===== src/rtl/imem_loader_if.sv =====
// Byte-stream handshake and instruction-memory write bus of the program loader.
// The slave modport is the loader; master is the stream source and memory side.
interface imem_loader_if;
    logic        byte_valid;
    logic [7:0]  byte_data;
    logic        byte_ready;
    logic        wr_en;
    logic [31:0] wr_addr;
    logic [31:0] wr_data;

    modport slave (
        input  byte_valid,
        input  byte_data,
        output byte_ready,
        output wr_en,
        output wr_addr,
        output wr_data
    );

    modport master (
        output byte_valid,
        output byte_data,
        input  byte_ready,
        input  wr_en,
        input  wr_addr,
        input  wr_data
    );
endinterface


===== src/rtl/imem_loader.sv =====
// Instruction-memory program loader: 16-bit word count, then little-endian words
// written to consecutive addresses while the CPU fetch stage is held in reset.
//
// state | meaning
// IDLE  | waiting for start, CPU running
// LEN0  | receive low byte of word count
// LEN1  | receive high byte of word count, range check
// DATA  | receive 4*N bytes, one write per completed word
// DONE  | one-cycle completion, last write and done together
module imem_loader #(
    parameter logic [31:0] BASE_ADDR = 32'd0,
    parameter int          MAX_WORDS = 256
) (
    input  logic          clk,
    input  logic          rst_n,
    input  logic          start,
    imem_loader_if.slave  bus,
    output logic          cpu_hold,
    output logic          done,
    output logic          error
);
    typedef enum logic [2:0] {
        S_IDLE,
        S_LEN0,
        S_LEN1,
        S_DATA,
        S_DONE
    } state_t;

    localparam logic [16:0] MAX_W = 17'(MAX_WORDS);

    state_t      state, state_nx;
    logic        rdy;
    logic        accept;
    logic [7:0]  len_lo;
    logic [15:0] n_words;
    logic [15:0] n_in;
    logic        too_big;
    logic [15:0] word_cnt;
    logic [1:0]  byte_cnt;
    logic [23:0] word_acc;
    logic [31:0] addr;
    logic        last_word;
    logic        wr_en_q;
    logic [31:0] wr_addr_q;
    logic [31:0] wr_data_q;
    logic        error_q;

    assign rdy       = (state == S_LEN0) || (state == S_LEN1) || (state == S_DATA);
    assign accept    = rdy && bus.byte_valid;
    assign n_in      = {bus.byte_data, len_lo};
    assign too_big   = {1'b0, n_in} > MAX_W;
    assign last_word = (word_cnt == n_words - 16'd1);

    always_ff @(posedge clk or negedge rst_n) begin
        if (!rst_n) state <= S_IDLE;
        else        state <= state_nx;
    end

    always_comb begin
        state_nx = state;
        case (state)
            S_IDLE: if (start) state_nx = S_LEN0;
            S_LEN0: if (accept) state_nx = S_LEN1;
            S_LEN1: begin
                if (accept) begin
                    if (n_in == 16'd0)  state_nx = S_DONE;
                    else if (too_big)   state_nx = S_IDLE;
                    else                state_nx = S_DATA;
                end
            end
            S_DATA: if (accept && (byte_cnt == 2'd3) && last_word) state_nx = S_DONE;
            S_DONE: state_nx = S_IDLE;
            default: state_nx = S_IDLE;
        endcase
    end

    always_ff @(posedge clk or negedge rst_n) begin
        if (!rst_n) begin
            len_lo    <= '0;
            n_words   <= '0;
            word_cnt  <= '0;
            byte_cnt  <= '0;
            word_acc  <= '0;
            addr      <= BASE_ADDR;
            wr_en_q   <= 1'b0;
            wr_addr_q <= '0;
            wr_data_q <= '0;
            error_q   <= 1'b0;
        end else begin
            wr_en_q <= 1'b0;
            case (state)
                S_IDLE: begin
                    if (start) begin
                        error_q  <= 1'b0;
                        byte_cnt <= '0;
                        word_cnt <= '0;
                        addr     <= BASE_ADDR;
                    end
                end
                S_LEN0: if (accept) len_lo <= bus.byte_data;
                S_LEN1: begin
                    if (accept) begin
                        n_words <= n_in;
                        if (too_big) error_q <= 1'b1;
                    end
                end
                S_DATA: begin
                    if (accept) begin
                        byte_cnt <= byte_cnt + 2'd1;
                        case (byte_cnt)
                            2'd0: word_acc[7:0]   <= bus.byte_data;
                            2'd1: word_acc[15:8]  <= bus.byte_data;
                            2'd2: word_acc[23:16] <= bus.byte_data;
                            default: begin
                                // address wraps silently at 2^32
                                wr_en_q   <= 1'b1;
                                wr_addr_q <= addr;
                                wr_data_q <= {bus.byte_data, word_acc};
                                addr      <= addr + 32'd4;
                                word_cnt  <= word_cnt + 16'd1;
                            end
                        endcase
                    end
                end
                default: ;
            endcase
        end
    end

    assign bus.byte_ready = rdy;
    assign bus.wr_en      = wr_en_q;
    assign bus.wr_addr    = wr_addr_q;
    assign bus.wr_data    = wr_data_q;
    assign cpu_hold       = (state != S_IDLE);
    assign done           = (state == S_DONE);
    assign error          = error_q;
endmodule


===== src/flat_wrapper.sv =====
// flat-port wrapper written by rule: the top's interface ports become plain ports
module imem_loader_flat 
#(
    parameter logic [31:0] BASE_ADDR = 32'd0,
    parameter int          MAX_WORDS = 256
)
  (clk, rst_n, start, cpu_hold, done, error, bus_byte_valid, bus_byte_data, bus_byte_ready, bus_wr_en, bus_wr_addr, bus_wr_data);
  imem_loader_if bus_i ();
  input  logic clk;
  input  logic rst_n;
  input  logic start;
  output logic cpu_hold;
  output logic done;
  output logic error;
  input wire logic [$bits(bus_i.byte_valid)-1:0] bus_byte_valid;
  input wire logic [$bits(bus_i.byte_data)-1:0] bus_byte_data;
  output wire logic [$bits(bus_i.byte_ready)-1:0] bus_byte_ready;
  output wire logic [$bits(bus_i.wr_en)-1:0] bus_wr_en;
  output wire logic [$bits(bus_i.wr_addr)-1:0] bus_wr_addr;
  output wire logic [$bits(bus_i.wr_data)-1:0] bus_wr_data;
  assign bus_i.byte_valid = bus_byte_valid;
  assign bus_i.byte_data = bus_byte_data;
  assign bus_byte_ready = bus_i.byte_ready;
  assign bus_wr_en = bus_i.wr_en;
  assign bus_wr_addr = bus_i.wr_addr;
  assign bus_wr_data = bus_i.wr_data;
  imem_loader #(.BASE_ADDR(BASE_ADDR), .MAX_WORDS(MAX_WORDS)) u_core (.clk(clk), .rst_n(rst_n), .start(start), .bus(bus_i), .cpu_hold(cpu_hold), .done(done), .error(error));
endmodule

===== config.mk =====
export PLATFORM = sky130hd
export DESIGN_NAME = imem_loader_flat
export DESIGN_NICKNAME = d
export VERILOG_FILES = /design/src/rtl/imem_loader_if.sv /design/src/rtl/imem_loader.sv /design/src/flat_wrapper.sv
export SDC_FILE = /design/constraint.sdc
export NUM_CORES = 1
export LEC_CHECK = 0
export CAP_MARGIN = 15
export CORE_MARGIN = 3
export CORE_UTILIZATION = 30
export CTS_CLUSTER_SIZE = 40
export DETAILED_ROUTE_END_ITERATION = 7
export PLACE_DENSITY = 0.5
export SLEW_MARGIN = 15
export SYNTH_ARGS = -nofsm -noshare
export SYNTH_HDL_FRONTEND = slang
export SYNTH_SLANG_ARGS = --single-unit

===== constraint.sdc =====
create_clock -name clk -period 3.45 [get_ports clk]
set_input_delay 0.69 -clock clk [delete_from_list [all_inputs] [get_ports clk]]
set_output_delay 0.69 -clock clk [all_outputs]
set_load 0.02 [all_outputs]

* Word level (Yosys, flattened, before mapping)
Cells that the tools add are included.
** Word-level totals
- Register bits after elaboration :: 167
- Input bits :: 12
- Output and inout port bits :: 69
** Operators by class
- $add $sub $neg :: 4
- Order comparisons :: 1
- Equal/unequal tests :: 15
- Multiplexer cells :: 25
- Bitwise logic cells :: 1
- Reduce and logical (&&, ||, !) cells :: 22
** Operator list (count)
- 32-bit two-way mux :: 3
- 32-bit one-hot mux with 2 select lines :: 1
- 16-bit two-way mux :: 3
- 32-bit by 3-bit adder with 32-bit output (second input constant) :: 1
- 16-bit one-hot mux with 2 select lines :: 1
- 16-bit by 1-bit adder with 16-bit output (second input constant) :: 1
- 16-bit == test :: 1
- 16-bit by 9-bit greater-than comparator with 1-bit output (second input constant) :: 1
- 16-bit logical NOT :: 1
- 16-bit by 1-bit subtractor with 16-bit output (second input constant) :: 1
- 3-bit two-way mux :: 5
- 3-bit AND reduction :: 5
- 3-bit one-hot mux with 4 select lines :: 1
- 4-bit AND reduction :: 3
- 2-bit by 1-bit != test with 1-bit output (second input constant) :: 4
- 3-bit by 2-bit == test with 1-bit output (second input constant) :: 2
- 1-bit two-way mux :: 6
- 2-bit two-way mux :: 3
- 2-bit != test (second input constant) :: 3
- 2-bit == test (second input constant) :: 2
- 2-bit one-hot mux with 2 select lines :: 1
- 2-bit AND reduction :: 2
- 2-bit nonzero test :: 2
- 3-bit by 1-bit == test with 1-bit output (second input constant) :: 1
- other kinds (11) :: 14

* Depth between registers and ports, before layout
- Depth after elaboration :: 8
- Depth in mapped cells :: 9
- Mapped depth without buffers :: 8

* Least setup slack after synthesis
No wires, ideal clock.
- Kind :: register to register
- From :: reg u_core.n_words[0]
- To :: reg u_core.state[0]
- Setup time :: 0.145 ns
- Arrival time :: 2.663 ns
- Slack :: 0.642 ns
- Stages on the path, launching flop included :: 10
- Period minus slack after synthesis :: 2.808 ns
- Cells stage by stage :: dfrtp_1 clkbuf_1 inv_1 ha_1 or4b_1 a2111o_1 o311ai_0 o2111ai_1 a2111oi_2 a211oi_1
** Between the ends
- Longest elaborated chain between the ends :: 5
** Ends and longest elaborated chain
- start: declaration :: line imem_loader.sv:36 : logic [15:0] n_words;
- start signal: assignment :: line imem_loader.sv:104 : n_words <= n_in;
- 16-bit by 1-bit subtractor with 16-bit output :: line imem_loader.sv:53 : assign last_word = (word_cnt == n_words - 16'd1);
- 16-bit == test :: line imem_loader.sv:53
- 1-bit logical AND :: line imem_loader.sv:72 : S_DATA: if (accept && (byte_cnt == 2'd3) && last_word) state_nx = S_DONE;
- 2-bit != test (no line)
- 4-bit AND reduction (no line)
- end signal: assignment :: line imem_loader.sv:57 : else state <= state_nx;
- end: declaration :: line imem_loader.sv:32 : state_t state, state_nx;
No other way between the ends.
A chain may end at the register's enable or synchronous reset.

* Final worst setup path
Same ends and word-level chain as after synthesis.

==> run_results.csv <==
group,metric,value,unit
synth,netlist.area_leader.share,54.83,%
route,drt_iter0_drc,406,
floorplanning,ios,81,
worst_hold_path,hp-class,"in2async",
floorplanning,die_width,163.5,µm
cts,cts_resized,0,
cts,cts_tree,"yes",
synth,ys_seq_elements,163,
floorplanning,die-area,26720,µm²
worst_setup_path,cp_max_fo,9,
worst_setup_path,required,3.74,ns
synth,synth-main-ff-cell,"dfrtp_1",
sta,setup_tns,0,ns
sta,slew_viol_final,0,
cts,clock_path_buffers,2,
cts,path_clk_slew,0.07,ns
placed_design,post-place-ws,0.2034,ns
route,wl_per_cell,15.86,µm
sta,rsz0062_at_grt,"no",
synth,post-synth-top-count-cell,"dfrtp_1",
synth,syn_area_per_cell,10.91,µm²
grt,grt_max_degree,72,
sta,fmax,306.0,MHz
route,wl,17.44,mm
synth,yosysTopAreaCell,"dfrtp_1",
sta,setup_viol,0,
synth,synth.cell_area,7440,µm²
cts,post-cts-setup-buffers,0,
sta,setup_ws,0.1821,ns
cts,hold_buffers,0,
worst_setup_path,cpPeakStageDelay,0.55,ns
synth,async_flop_share,100.0,%
final_layout,syn_to_final_growth,23.92,%
route,dr.pass1.iters,5,
worst_setup_path,end_kind,"flip-flop",
synth,yosys-top-cells-count,"dfrtp_1 (163), nand2_1 (116), mux2_2 (78)",
route,vias_per_cell,4.821,
final_layout,nFillCells,2349,
route,drc_errors,0,
worst_setup_path,critPathKind,"reg2reg",
power,power_density,736.7,nW/µm²
sta,max-slew-margin-rel,54.72,%
floorplanning,core-area,23890,µm²
run,maxCapViolCount,0,
route,ant_nets,0,
sta,hold_viol,0,
placed_design,gp_congestion,0.7830,
worst_setup_path,crit_chain,"inv_1 -> ha_1 -> or4b_1 -> a2111o_1 -> o311ai_0 -> o2111ai_1 -> a2111oi_2 -> buf_4 -> a211oi_1",
synth,ys_seq_area_share,54.83,%
final_layout,nets,788,
sta,layout_min_cycle_time,3.268,ns
synth,synthCells,682,
cts,clock_sinks,163,
worst_setup_path,crit_slowest_cell,"or4b_1",
worst_setup_path,cp.arrival,3.56,ns
synth,ys_types,56,
final_layout,multi_input_area,3167,µm²
worst_setup_path,startpoint,"u_core.n_words[0]",
sta,clock_skew,0.01344,ns
synth,yosysWarnings,0,
status,status,"finished, final reports clean",
sta,period_share,94.72,%
final_layout,antenna_cells,0,
sta,worst_pin_slew,0.6792,ns
floorplanning,rows,56,
power,ir_drop,0.4575,mV
placed_design,hpwl,12.21,mm
grt,grt_pass1_vias,5458,
cts,clk_root_buffer_cell,"clkbuf_16",
grt,grtUsageTotal,13.93,%
worst_setup_path,cpLargestDelayFamily,"compound AO/OA/AOI/OAI gates",
cts,clk_latency,0.43,ns
grt,antenna_found_initial,0,
grt,grt_overflow,0,
worst_setup_path,reg2reg_from,"u_core.n_words[0]",
worst_setup_path,start_kind,"flip-flop",
synth,synth_edf_count,0,
power,leakage,3.968,nW
worst_setup_path,crit_buf_inv,2,
placed_design,portBuffers,78,
cts,htreeDepth,4,
route,vias,5298,
final_layout,regArea,4079,µm²
grt,grt_pass1_wl,29.33,mm
cts,cts_buffers,17,
final_layout,drive_above_1_share,17.44,%
synth,synth.area.top_cells,"dfrtp_1 (55%), mux2_2 (12%), nand2_1 (5.9%)",
floorplanning,initial_core_util,31.14,%
floorplanning,fp.dieH,163.5,µm
power by group:
part | leakage [nW] | switching, mW | internal (mW)
clock | 0.273 | 0.835 | 1.01
sequential | 2.12 | 0.442 | 2.44
combinational | 1.57 | 1.02 | 1.04
cell usage in the layout, fill, tap and decap left out, types with 3 or more instances in the layout:
cell and instances:
a2111o_1 3, a21oi_1 18, a31oi_1 5, and3_1 9, and4_1 3, buf_4 16
clkbuf_16 17, clkdlybuf4s50_1 77, clkinvlp_4 3, dfrtp_1 163, ha_1 8, inv_1 21
inv_6 5, inv_8 3, mux2_2 78, nand2_1 115, nand2b_1 4, nand3_1 12
nand3b_1 3, nand4_1 12, nor2_1 47, nor3_1 13, nor4_1 12, o21ai_0 20
o31ai_1 4, or3_1 12, or4_1 6, xnor2_1 34, xor2_1 16
stage by stage:
step	cells	util (%)	total power [mW]	hold slack, ns	cell area (µm²)
floorplan	683	-	4.130	0.3944	7443
global placement	1068	36.20	4.931	0.4584	8650
global route	1099	38.58	7.224	0.2989	9219
detailed placement	1068	36.20	4.988	0.4641	8650
finish	1099	38.58	6.792	0.2414	9219
CTS	1099	38.58	6.884	0.2764	9219
cell families (layout without fill, tap and decap cells):
logic type               count (synthesis)  after routing  share of synthesized area, %
AO/OA/AOI/OAI                           70             70                         6.593
XOR/XNOR                                51             51                         6.189
adder cells (fa/ha/maj)                  8              8                         1.345
buffers and inverters                   51            148                         2.724
flip-flops                             163            163                         54.83
multiplexers                            79             79                         11.96
other                                    1              2                       0.05041
AND/OR/NAND/NOR                        259            259                         16.31
per-layer routing:
layer | track usage [%] | wire (µm)
met2 | 22.22 | 8272
met3 | 3.576 | 718
met5 | 0 | 0
met1 | 18.87 | 8287
met4 | 3.768 | 156
sequential cells by signal (all words and copies together) (netlist names):
| name | cells |
|---|---|
| u_core.len_lo | 8 |
| u_core.bus.wr_data | 32 |
| u_core.bus.wr_en | 1 |
| u_core.bus.wr_addr | 30 |
| u_core.state | 3 |
| u_core.byte_cnt | 2 |
| u_core.n_words | 16 |
| u_core.error | 1 |
| u_core.word_acc | 24 |
| u_core.word_cnt | 16 |
| u_core.addr | 30 |
worst paths after layout:
kind / endpoint / slack (ns) / cells after the start
setup / recovery: u_core.state[0] / 0.18 / 9
hold / removal: u_core.word_acc[20] / 0.24 / 1
setup reg to reg: u_core.state[0] / 0.18 / 9
hold reg to reg: u_core.bus.wr_addr[18] / 0.47 / 2
max in group asynchronous: u_core.n_words[5] / 2.39 / 2
min in group clk: u_core.bus.wr_addr[18] / 0.47 / 2
final cells by class:
type	instances	share of cell area, %
Sequential cell	163	44.25
Multi-Input combinational cell	469	34.35
Timing Repair Buffer	95	10.00
Clock buffer	17	4.615
Tap cell	319	4.330
Clock inverter	14	1.561
Inverter	22	0.8958
worst reg2reg max path: stages (launching register included):
cell and delay [ns]:
dfrtp_1 0.47, inv_1 0.12, ha_1 0.32, or4b_1 0.55, a2111o_1 0.38, o311ai_0 0.39
o2111ai_1 0.17, a2111oi_2 0.47, buf_4 0.20, a211oi_1 0.06
No activity file was read; power rests on OpenSTA's default activity.
